<file path="config.mk">
export PLATFORM = sky130hd
export DESIGN_NAME = spi_byte_engine
export DESIGN_NICKNAME = d
export VERILOG_FILES = /design/src/rtl/spi_pkg.sv /design/src/rtl/spi_half_tick.sv /design/src/rtl/spi_byte_engine.sv
export SDC_FILE = /design/constraint.sdc
export NUM_CORES = 1
export LEC_CHECK = 0
export ABC_AREA = 0
export CAP_MARGIN = 30
export CELL_PAD_IN_SITES_DETAIL_PLACEMENT = 1
export CELL_PAD_IN_SITES_GLOBAL_PLACEMENT = 2
export CORE_ASPECT_RATIO = 1.5
export CORE_UTILIZATION = 32
export CTS_BUF_LIST = sky130_fd_sc_hd__clkbuf_4
export CTS_CLUSTER_DIAMETER = 150
export DETAILED_ROUTE_END_ITERATION = 10
export PLACE_DENSITY_LB_ADDON = 0.05
export SETUP_SLACK_MARGIN = 0.02
export SYNTH_ARGS = -nofsm -noshare
export SYNTH_HDL_FRONTEND = slang
export SYNTH_SLANG_ARGS = --single-unit
</file>
<file path="constraint.sdc">
create_clock -name clk -period 2.3 [get_ports clk]
set_input_delay 0.345 -clock clk [delete_from_list [all_inputs] [get_ports clk]]
set_output_delay 0.345 -clock clk [all_outputs]
set_load 0.01 [all_outputs]
</file>
<file path="src/rtl/spi_pkg.sv">
`default_nettype none
// ---------------------------------------------------------------------------
// spi_pkg
// Shared constants and state encoding for the SPI byte engine.
// Revision: 1.0
// ---------------------------------------------------------------------------
package spi_pkg;

  localparam int SPI_BITS   = 8;
  localparam int SPI_HALVES = 16;

  typedef enum logic [2:0] {
    IDLE  = 3'd0,
    SETUP = 3'd1,
    SHIFT = 3'd2,
    HOLD  = 3'd3,
    DONE  = 3'd4
  } spi_state_e;

endpackage : spi_pkg
`default_nettype wire

</file>
<file path="src/rtl/spi_half_tick.sv">
`default_nettype none
// ---------------------------------------------------------------------------
// spi_half_tick
// Counts CLK_DIV system clocks and emits a one-cycle tick in the last cycle
// of every sck half-period. A synchronous clear holds the count at zero.
// Revision: 1.0
// ---------------------------------------------------------------------------
module spi_half_tick #(
  parameter int CLK_DIV = 4
) (
  input  logic clk,
  input  logic rst,
  input  logic clr_i,
  output logic tick_o
);

  localparam int            CW   = (CLK_DIV > 1) ? $clog2(CLK_DIV) : 1;
  localparam logic [CW-1:0] LAST = CW'(CLK_DIV - 1);

  logic [CW-1:0] cnt_q;

  // The tick marks the final cycle of a half-period; it is masked while cleared.
  assign tick_o = (cnt_q == LAST) && !clr_i;

  // Divider count: reloads to 0 on clear and at every half-period boundary.
  always_ff @(posedge clk or posedge rst) begin
    if (rst) begin
      cnt_q <= '0;
    end else if (clr_i || tick_o) begin
      cnt_q <= '0;
    end else begin
      cnt_q <= cnt_q + CW'(1);
    end
  end

endmodule : spi_half_tick
`default_nettype wire

</file>
<file path="src/rtl/spi_byte_engine.sv">
`default_nettype none
// ---------------------------------------------------------------------------
// spi_byte_engine
// Mode-0, MSB-first SPI master byte shifter. Accepts a byte and a start
// strobe, drives ss/sck/mosi from registers, captures miso on sck rises and
// returns the received byte with a done pulse and a sticky new_data flag.
// Revision: 1.0
// ---------------------------------------------------------------------------
module spi_byte_engine
  import spi_pkg::*;
#(
  parameter int CLK_DIV = 4
) (
  input  logic                clk,
  input  logic                rst,
  input  logic                start,
  input  logic [SPI_BITS-1:0] tx_data,
  input  logic                rx_ack,
  input  logic                miso,
  output logic [SPI_BITS-1:0] rx_data,
  output logic                busy,
  output logic                done,
  output logic                new_data,
  output logic                mosi,
  output logic                sck,
  output logic                ss
);

  localparam logic [3:0] LAST_HALF = 4'(SPI_HALVES - 1);

  spi_state_e          state_q, state_d;
  logic [3:0]          half_q, half_d;
  // Only the bits not yet on mosi are kept; bit 7 goes straight to mosi.
  logic [SPI_BITS-2:0] tx_sr_q, tx_sr_d;
  logic [SPI_BITS-1:0] rx_sr_q, rx_sr_d;
  logic [SPI_BITS-1:0] rx_data_q, rx_data_d;
  logic                sck_q, sck_d;
  logic                ss_q, ss_d;
  logic                mosi_q, mosi_d;
  logic                new_data_q, new_data_d;
  logic                tick;
  logic                div_clr;

  // The divider only runs while a transfer is in progress.
  assign div_clr = (state_q == IDLE) || (state_q == DONE);

  spi_half_tick #(
    .CLK_DIV (CLK_DIV)
  ) u_half_tick (
    .clk    (clk),
    .rst    (rst),
    .clr_i  (div_clr),
    .tick_o (tick)
  );

  // State and datapath registers; reset returns every output to idle.
  always_ff @(posedge clk or posedge rst) begin
    if (rst) begin
      state_q    <= IDLE;
      half_q     <= '0;
      tx_sr_q    <= '0;
      rx_sr_q    <= '0;
      rx_data_q  <= '0;
      sck_q      <= 1'b0;
      ss_q       <= 1'b1;
      mosi_q     <= 1'b0;
      new_data_q <= 1'b0;
    end else begin
      state_q    <= state_d;
      half_q     <= half_d;
      tx_sr_q    <= tx_sr_d;
      rx_sr_q    <= rx_sr_d;
      rx_data_q  <= rx_data_d;
      sck_q      <= sck_d;
      ss_q       <= ss_d;
      mosi_q     <= mosi_d;
      new_data_q <= new_data_d;
    end
  end

  // Next-state logic: sequencing, bit shifting and the sticky flag.
  always_comb begin
    state_d    = state_q;
    half_d     = half_q;
    tx_sr_d    = tx_sr_q;
    rx_sr_d    = rx_sr_q;
    rx_data_d  = rx_data_q;
    sck_d      = sck_q;
    ss_d       = ss_q;
    mosi_d     = mosi_q;
    new_data_d = new_data_q;

    // Acknowledge clears the flag; a DONE entry below overrides it.
    if (rx_ack) begin
      new_data_d = 1'b0;
    end

    case (state_q)
      IDLE: begin
        if (start) begin
          tx_sr_d = tx_data[SPI_BITS-2:0];
          mosi_d  = tx_data[SPI_BITS-1];
          ss_d    = 1'b0;
          half_d  = '0;
          rx_sr_d = '0;
          state_d = SETUP;
        end
      end

      SETUP: begin
        if (tick) begin
          state_d = SHIFT;
        end
      end

      SHIFT: begin
        if (tick) begin
          if (!half_q[0]) begin
            // End of a low half: sck rises, sample the slave.
            sck_d   = 1'b1;
            rx_sr_d = {rx_sr_q[SPI_BITS-2:0], miso};
            half_d  = half_q + 4'd1;
          end else begin
            // End of a high half: sck falls, present the next bit.
            sck_d = 1'b0;
            if (half_q == LAST_HALF) begin
              mosi_d  = 1'b0;
              half_d  = '0;
              state_d = HOLD;
            end else begin
              mosi_d  = tx_sr_q[SPI_BITS-2];
              tx_sr_d = {tx_sr_q[SPI_BITS-3:0], 1'b0};
              half_d  = half_q + 4'd1;
            end
          end
        end
      end

      HOLD: begin
        if (tick) begin
          ss_d       = 1'b1;
          rx_data_d  = rx_sr_q;
          new_data_d = 1'b1;
          state_d    = DONE;
        end
      end

      DONE: begin
        state_d = IDLE;
      end

      default: begin
        state_d = IDLE;
      end
    endcase
  end

  assign busy     = (state_q == SETUP) || (state_q == SHIFT) || (state_q == HOLD);
  assign done     = (state_q == DONE);
  assign rx_data  = rx_data_q;
  assign new_data = new_data_q;
  assign mosi     = mosi_q;
  assign sck      = sck_q;
  assign ss       = ss_q;

endmodule : spi_byte_engine
`default_nettype wire

</file>
# ---- After elaboration in Yosys (flattened, before gate mapping)
# Cells that the tools add are included.
# Widths: inputs -> output; s select.
dict set report op_classes {
  n_reduce_logical 17
  n_addsub 2
  n_mux 34
  n_eq_ne 14
}
# operator n
set ops {}
lappend ops {{$mux 7} 4}
lappend ops {{$mux 8} 3}
lappend ops {{$mux 3} 6}
lappend ops {{$mux 4} 4}
lappend ops {{$pmux 8 s2} 1}
lappend ops {{$pmux 7 s2} 1}
lappend ops {{$pmux 3 s4} 1}
lappend ops {{$mux 1} 10}
lappend ops {{$ne 2x2->1 const B} 5}
lappend ops {{$pmux 4 s2} 1}
lappend ops {{$reduce_and 4->1} 2}
lappend ops {{$eq 3x2->1 const B} 2}
lappend ops {{$ne 2x1->1 const B} 3}
lappend ops {{$reduce_and 3->1} 2}
lappend ops {{$reduce_and 6->1} 1}
lappend ops {{$reduce_and 5->1} 1}
lappend ops {{$add 4x1->4 const B} 1}
lappend ops {{$eq 4x4->1 const B} 1}
lappend ops {{$logic_or 1x1->1} 4}
lappend ops {{$pmux 1 s2} 2}
lappend ops {{$reduce_and 2->1} 2}
lappend ops {{$reduce_bool 2->1} 2}
lappend ops {{$eq 3x1->1 const B} 1}
lappend ops {{$eq 3x3->1 const B} 1}
lappend ops {{6 further kinds} 6}
dict set report totals {
  output_inout_bits 14
  elab_cells 77
  regBits 36
  input_bits 13
}

# ---- Longest topological paths before layout
# Gate-level depths: netlist of the first run.
dict set report depth {
  ltp_word 6
  ltp_mapped 5
  mapped_depth_nobuf 4
}

# ---- Modules after synthesis
# From an unflattened synthesis of the first run, not the netlist that was laid out.
dict set report unflattened {
  hier_cells 143
  hier_area_um2 1725.4
}
# module seq_area_each_um2 area_per_inst_um2 cells_each instances
set by_module_without_submodules {}
lappend by_module_without_submodules {spi_byte_engine 852.1 1635.3 136 1}
lappend by_module_without_submodules {spi_half_tick 50.0 90.1 7 1}

# ---- Least setup slack after synthesis of the first run
# OpenSTA, ideal clock, no wires.
dict set report synth_path {
  kind {register to register}
  startpoint {register half_q[0]}
  endpoint {register tx_sr_q[0]}
  path_slack_ns 0.576
  n_path_buf 0
  synth_period_minus_slack_ns 1.724
  arrival_ns 1.599
  stages_incl_launch_ff 5
  setup_time_ns 0.125
  t_required_ns 2.175
  cell_sequence {dfrtp_1 -> ha_1 -> and4_1 -> a211oi_4 -> mux2_2}
}
dict set report synth_via {
  elab_chain_len 3
  word_cells_on_any_way 4
  cone_classes {eq/ne (3); reduce/logical (1)}
}
# element line
set synth_lines {}
lappend synth_lines {{from (decl)} spi_byte_engine.sv:32} ;# logic [3:0] half_q, half_d;
lappend synth_lines {{from (signal assigned)} spi_byte_engine.sv:70} ;# half_q <= half_d;
lappend synth_lines {{$eq 4x4->1} spi_byte_engine.sv:126} ;# if (half_q == LAST_HALF) begin
lappend synth_lines {{$ne 2x2->1 (no source line)} --}
lappend synth_lines {{$reduce_and 5->1 (no source line) *} --}
lappend synth_lines {{to (signal assigned)} spi_byte_engine.sv:71} ;# tx_sr_q <= tx_sr_d;
lappend synth_lines {{to (decl)} spi_byte_engine.sv:34} ;# logic [SPI_BITS-2:0] tx_sr_q, tx_sr_d;
# Mark *: on every way between the ends. The rest lies on a longest branch, timed or not.
# A chain may end at the register's enable or synchronous reset.

# ---- Final worst setup path of the first run
dict set report layout_path {
  startpoint {register state_q[1]}
  endpoint {output done}
}
dict set report layout_via {
  elab_chain_len 1
}
# element line
set layout_lines {}
lappend layout_lines {{from (decl)} spi_byte_engine.sv:31} ;# spi_state_e state_q, state_d;
lappend layout_lines {{from (signal assigned)} spi_byte_engine.sv:69} ;# state_q <= state_d;
lappend layout_lines {{$eq 3x3->1} spi_byte_engine.sv:159} ;# assign done = (state_q == DONE);
lappend layout_lines {{to (decl)} spi_byte_engine.sv:22} ;# output logic done,
# Every way passes these cells.

==> results.txt, run 1 <==
Status: complete, no violations
Most common cell in the netlist: dfrtp_1
RSZ-0062 raised after global routing: false
Gr ovfl total: 0
CP max FO: 12
Mapped Avg Cell Area: 12.9 um^2
TritonRoute pass-1 iters: 3
Die Footprint: 5380 um^2
Root buffer cell: clkbuf_4
Clk Latency, worst-skew pair: 0.34 ns
YS warnings: 0
Least-Margin Pin Slew: 0.452 ns
Vias: 1086
1st-iter DRT viols: 26
CTS Hold Bufs: 0
Largest area contributor in the netlist: dfrtp_1
# diodes: 0
Flop pwr share: 46.4%
Sw frac: 31.8%
Final WS setup: 0.169 ns
Startpoint Class: flop
I/O Buffers: 26
Hpwl dp: 2200 um
Post-Route WL: 3130 um
Fin crit share: 92.7%
Worst-path clk slew: 0.11 ns
Die Height: 89.3 um
Mapped Nets: 141
Setup violators final: 0
IO Pins: 27
Comb power frac: 31.6%
DRC: 0
Count of different cell masters after synthesis: 37
Worst setup EP type: primary output
Static Leak: 0.891 nW
Post-synth top area share: 53.8%
Post-synth ARST share: 100%
DR vias/cell: 4.91
Vias in the first global route: 1166
Slew Limit Headroom: 69.9%
Initial antenna violation count: 0
Synth Register Bits: 36
Final hold vios: 0
Reg-to-reg startpoint: u_half_tick.cnt_q[0]
Setup TNS: 0 ns
Starting Density: 33.5%
Critical Path AT: 1.79 ns
Total GRT Usage: 13.7%
Core area: 4850 um^2
Post-synth top cells: 35 x dfrtp_1, 22 x mux2_2, 9 x a22o_1
CP Data Required Time: 1.96 ns
Largest net degree at the start of global routing: 37
Crit-path cells: nor2_2, and2_2, clkdlybuf4s50_1
Share of cells above drive strength 1: 25.8%
Final nets: 169
Mapped cell area: 1630 um^2
Sequential fraction of the synthesis area: 55.5%
Area added between synthesis and finish: 24.2%
Largest cells by area after synthesis: dfrtp_1 54%, mux2_2 15%, a22o_1 4.8%
Fin crit period: 2.13 ns
Final Skew: 0.00550 ns
Clock power share: 22.0%
Crit-path slowest cell: clkdlybuf4s50_1
Main synth FF type: dfrtp_1
Worst hold-check path type: input port to asynchronous set/reset pin
CTS Buf Count: 5
Slew Limit Fails: 0
WL/cell: 14.2 um
EDFF count, synth: 0
Pwr/cell area: 1010 nW/um^2
Worst Setup SP: state_q[1]
H-Tree Depth: 2
First-pass GRT wire length: 5410 um
Max clock buf depth: 2
Routability cong.: 0.755
Placement Setup Slack: 0.309 ns
Antenna viol nets, final: 0
Rows: 31
Peak VDD IR: 0.430 mV
P_sw: 0.647 mW
TritonCTS clock tree: built
Slowest Stage Delay on Critical Path: 0.54 ns
Int Pwr: 1.39 mW
Clock sink count: 36
Max-cap violations: 0
Die Wd: 60.2 um
Gate Count Post-Synth: 126
Crit Path Class: flop to primary output
Max Fclk: 0.469 GHz
-- logic make-up after synthesis --
kind of cell,share of synthesized area [%]
compound gates,12.8
xor+xnor,0.539
fa+ha+maj,1.54
buf+inv,4.15
flops,55.5
mux,16.5
simple gates,9.00
-- layout make-up --
class / count / area [um^2]
clock inverter: 3 / 42.5
clock buffer: 5 / 37.5
multi-input combinational: 78 / 659
tap: 66 / 82.6
sequential: 36 / 903
fill: 533 / 2830
timing repair buffer: 28 / 275
inverter: 5 / 18.8
-- worst max-delay path: cells and delay by family (launching register included) --
family / cells / cell delay, ns
DFF: 1 / 0.51
buffers and inverters: 1 / 0.54
and+or+nand+nor: 2 / 0.40
-- layer usage --
metal	vias to the layer above	GRT usage, %	routed length, um	part of all wire, %
met5	-	0	0	0
met3	6	3.62	99	3.2
met4	0	6.34	70	2.2
met1	550	15.8	1370	44
li1	510	-	-	-
met2	20	23.2	1590	51
-- path summary, 6_finish.rpt --
path | to | slack (ns) | cells after the start
max reg2reg | rx_data[3] | 0.37 | 4
max | done | 0.17 | 3
max in group asynchronous | ss | 1.56 | 3
min | new_data | 0.40 | 3
min reg2reg | u_half_tick.cnt_q[0] | 0.45 | 1
min in group clk | u_half_tick.cnt_q[0] | 0.45 | 1
-- metrics by stage --
stage / total power [mW] / hold slack (ns) / cells / area [um^2] / utilization [%]
after floorplan: 1.40 / 0.415 / 126 / 1630 / -
after global placement: 1.59 / 0.426 / 213 / 1940 / 39.9
after detailed placement: 1.61 / 0.439 / 213 / 1940 / 39.9
after CTS: 2.08 / 0.407 / 221 / 2020 / 41.6
after global routing: 2.18 / 0.467 / 221 / 2020 / 41.7
final: 2.03 / 0.402 / 221 / 2020 / 41.7
-- power by group through the flow --
| stage | Sequential [mW] | Clock (mW) | Combinational [mW] |
|---|---|---|---|
| 2_1_floorplan | 0.918 | 0 | 0.487 |
| 3_3_place_gp | 0.948 | 0 | 0.638 |
| 3_5_place_dp | 0.954 | 0 | 0.656 |
| 4_1_cts | 0.944 | 0.476 | 0.659 |
| 5_1_grt | 0.974 | 0.491 | 0.719 |
| 6_report | 0.944 | 0.448 | 0.643 |
-- timing repair --
action,4_1_cts,5_1_grt
pin swaps,0,0
gates resized for setup,1,1
setup buffers,0,0
endpoints found under the setup margin,1,1
-- sequential cells by signal, indices dropped and copies added, names as in the netlist --
signal	count
rx_data	8
ss	1
u_half_tick.cnt_q	2
tx_sr_q	7
sck	1
rx_sr_q	8
state_q	3
half_q	4
new_data	1
mosi	1
-- cell usage in the layout, fill, tap and decap left out, drive strengths merged, types with 4 or more instances in the layout --
cell type       n
dfrtp          35
mux2           22
inv             5
a22o            9
nand2           4
a21o            5
clkdlybuf4s50  26
clkbuf          5
nand3           4
nor2            5
No activity file was read; power rests on OpenSTA's default activity.
==> inputs of run 2 (changes only) <==
ABC_AREA = 1   (was 0)
SLEW_MARGIN = 20   (was not set)
TNS_END_PERCENT = 1   (was not set)
==> results.txt, run 2 <==
Status: complete, no violations
DP Area: 2030 um^2
TritonRoute pass-1 iters: 4
Setup TNS: 0 ns
Least-Margin Pin Slew: 0.494 ns
Starting Density: 33.2%
Largest net degree at the start of global routing: 37
Mapped Nets: 225
Critical Path AT: 1.78 ns
Fill cells: 630
CP Data Required Time: 1.96 ns
First-pass GRT wire length: 7290 um
Slowest Stage Delay on Critical Path: 0.56 ns
Antenna viol nets, final: 0
Total Power: 2.31 mW
Reg2reg path depth: 6
CTS Hold Bufs: 0
Sequential cell area: 902 um^2
Main synth FF type: dfrtp_1
Rows: 32
Int Pwr: 1.38 mW
Routability cong.: 0.763
Clk Latency, worst-skew pair: 0.34 ns
Vias in the first global route: 1624
Largest area contributor in the netlist: dfrtp_1
Die Footprint: 5670 um^2
R2r setup slk: 0.58 ns
Crit-path slowest cell: dfrtp_1
Mapped cell area: 1720 um^2
Comb power frac: 42.3%
RSZ-0062 raised after global routing: false
Share of cells above drive strength 1: 9.92%
CTS Buf Count: 5
Worst-path clk slew: 0.11 ns
Fin crit period: 2.12 ns
Clock sink count: 36
Max clock buf depth: 2
Slew Limit Fails: 0
P_sw: 0.927 mW
Pwr/cell area: 1100 nW/um^2
Slew Limit Headroom: 67.1%
# diodes: 0
Mapped Avg Cell Area: 8.17 um^2
Final nets: 256
Final Skew: 0.00840 ns
Postcts setup bufs: 0
Sw frac: 40.1%
Highest-count cells in the layout ignoring fill and taps: 105 x nand2_1, 35 x dfrtp_1, 26 x clkdlybuf4s50_1
Worst setup EP type: primary output
Initial antenna violation count: 0
DRC: 0
Hpwl dp: 3130 um
Max-cap violations: 0
Core area: 5160 um^2
Multi-input logic area: 708 um^2
Peak VDD IR: 0.355 mV
Max Fclk: 0.471 GHz
Final Instance Area: 2090 um^2
Vias: 1455
Cts repair resizes: 0
Gr ovfl total: 0
Commonest non-fill, non-tap cell in the layout: nand2_1
Fin crit share: 92.4%
DR vias/cell: 4.69
YS warnings: 0
Worst hold-check path type: input port to asynchronous set/reset pin
Root buffer cell: clkbuf_4
TritonCTS clock tree: built
Post-synth ARST share: 100%
Most common cell in the netlist: nand2_1
I/O Buffers: 26
Setup violators final: 0
1st-iter DRT viols: 30
IO Pins: 27
Area added between synthesis and finish: 21.8%
Flop pwr share: 42.4%
Gate Count Post-Synth: 210
WL/cell: 13.7 um
CP max FO: 12
Startpoint Class: flop
Sequential fraction of the synthesis area: 52.6%
EDFF count, synth: 0
Final hold vios: 0
Die Height: 91.7 um
Post-synth top cells: 105 x nand2_1, 35 x dfrtp_1, 23 x nand3_1
Post-synth top area share: 51.0%
Crit-path cells: inv_2, nand2_1, nor2_1, clkdlybuf4s50_1
Largest cells by area after synthesis: dfrtp_1 51%, nand2_1 23%, nand3_1 6.7%
Synth Register Bits: 36
Static Leak: 1.08 nW
Clock power share: 15.3%
Die Wd: 61.8 um
Total GRT Usage: 17.6%
Count of different cell masters after synthesis: 25
Crit Path Class: flop to primary output
Post-Route WL: 4250 um
H-Tree Depth: 2
-- run 2: worst paths after layout --
| path | startpoint | endpoint |
|---|---|---|
| worst min register to register | u_half_tick.cnt_q[0] | u_half_tick.cnt_q[0] |
| worst max register to register | state_q[1] | rx_data[1] |
| worst max-delay path | state_q[1] | done |
| worst min-delay path | rst | half_q[3] |
| max in group asynchronous | rst | ss |
| min in group clk | u_half_tick.cnt_q[0] | u_half_tick.cnt_q[0] |
-- run 2: critical path, delay by kind of cell (launching register included) --
family | cells | cell delay, ns
buffers and inverters | 2 | 0.70
DFF | 1 | 0.56
and+or+nand+nor | 2 | 0.18
-- run 2: stage by stage --
stage | util [%] | instances | setup WS, ns | hold slack, ns
final | 40.5 | 310 | 0.176 | 0.401
after floorplan | - | 210 | 0.983 | 0.415
after detailed placement | 39.4 | 302 | 0.557 | 0.439
after global placement | 39.4 | 302 | 0.583 | 0.423
after global routing | 40.5 | 310 | 0.0512 | 0.449
after CTS | 40.5 | 310 | 0.155 | 0.414
-- run 2: final cells by class --
| cell class | count | area share, % |
|---|---|---|
| Sequential cell | 36 | 43.1 |
| Multi-Input combinational cell | 154 | 33.9 |
| Timing Repair Buffer | 29 | 13.5 |
| Tap cell | 68 | 4.07 |
| Inverter | 15 | 2.69 |
| Clock buffer | 7 | 2.51 |
| Clock inverter | 1 | 0.180 |
-- run 2: logic make-up (layout without fill, tap and decap cells) --
| kind of cell | count (synthesis) | count (layout) | share of synthesized area, % |
|---|---|---|---|
| AOI/OAI and AO/OA | 8 | 8 | 3.50 |
| and+or+nand+nor | 144 | 144 | 36.3 |
| adders and majority gates | 2 | 2 | 1.46 |
| buffers and inverters | 20 | 52 | 6.19 |
| DFF | 36 | 36 | 52.6 |
-- run 2: power by group through the flow --
stage	Combinational, mW	Sequential, mW	Clock (mW)
final	0.977	0.979	0.353
after global routing	1.11	1.01	0.390
after CTS	1.00	0.983	0.374
after detailed placement	0.997	0.993	0
after global placement	0.960	0.985	0
after floorplan	0.633	0.980	0
-- run 2: metal layers --
layer  GRT usage [%]  routed length, um  vias to the layer above
met1            18.3               1710                      709
met3            3.53                116                        8
met4            6.85                103                        0
met2            32.4               2320                       22
li1                -                  -                      716
met5               0                  0                        -
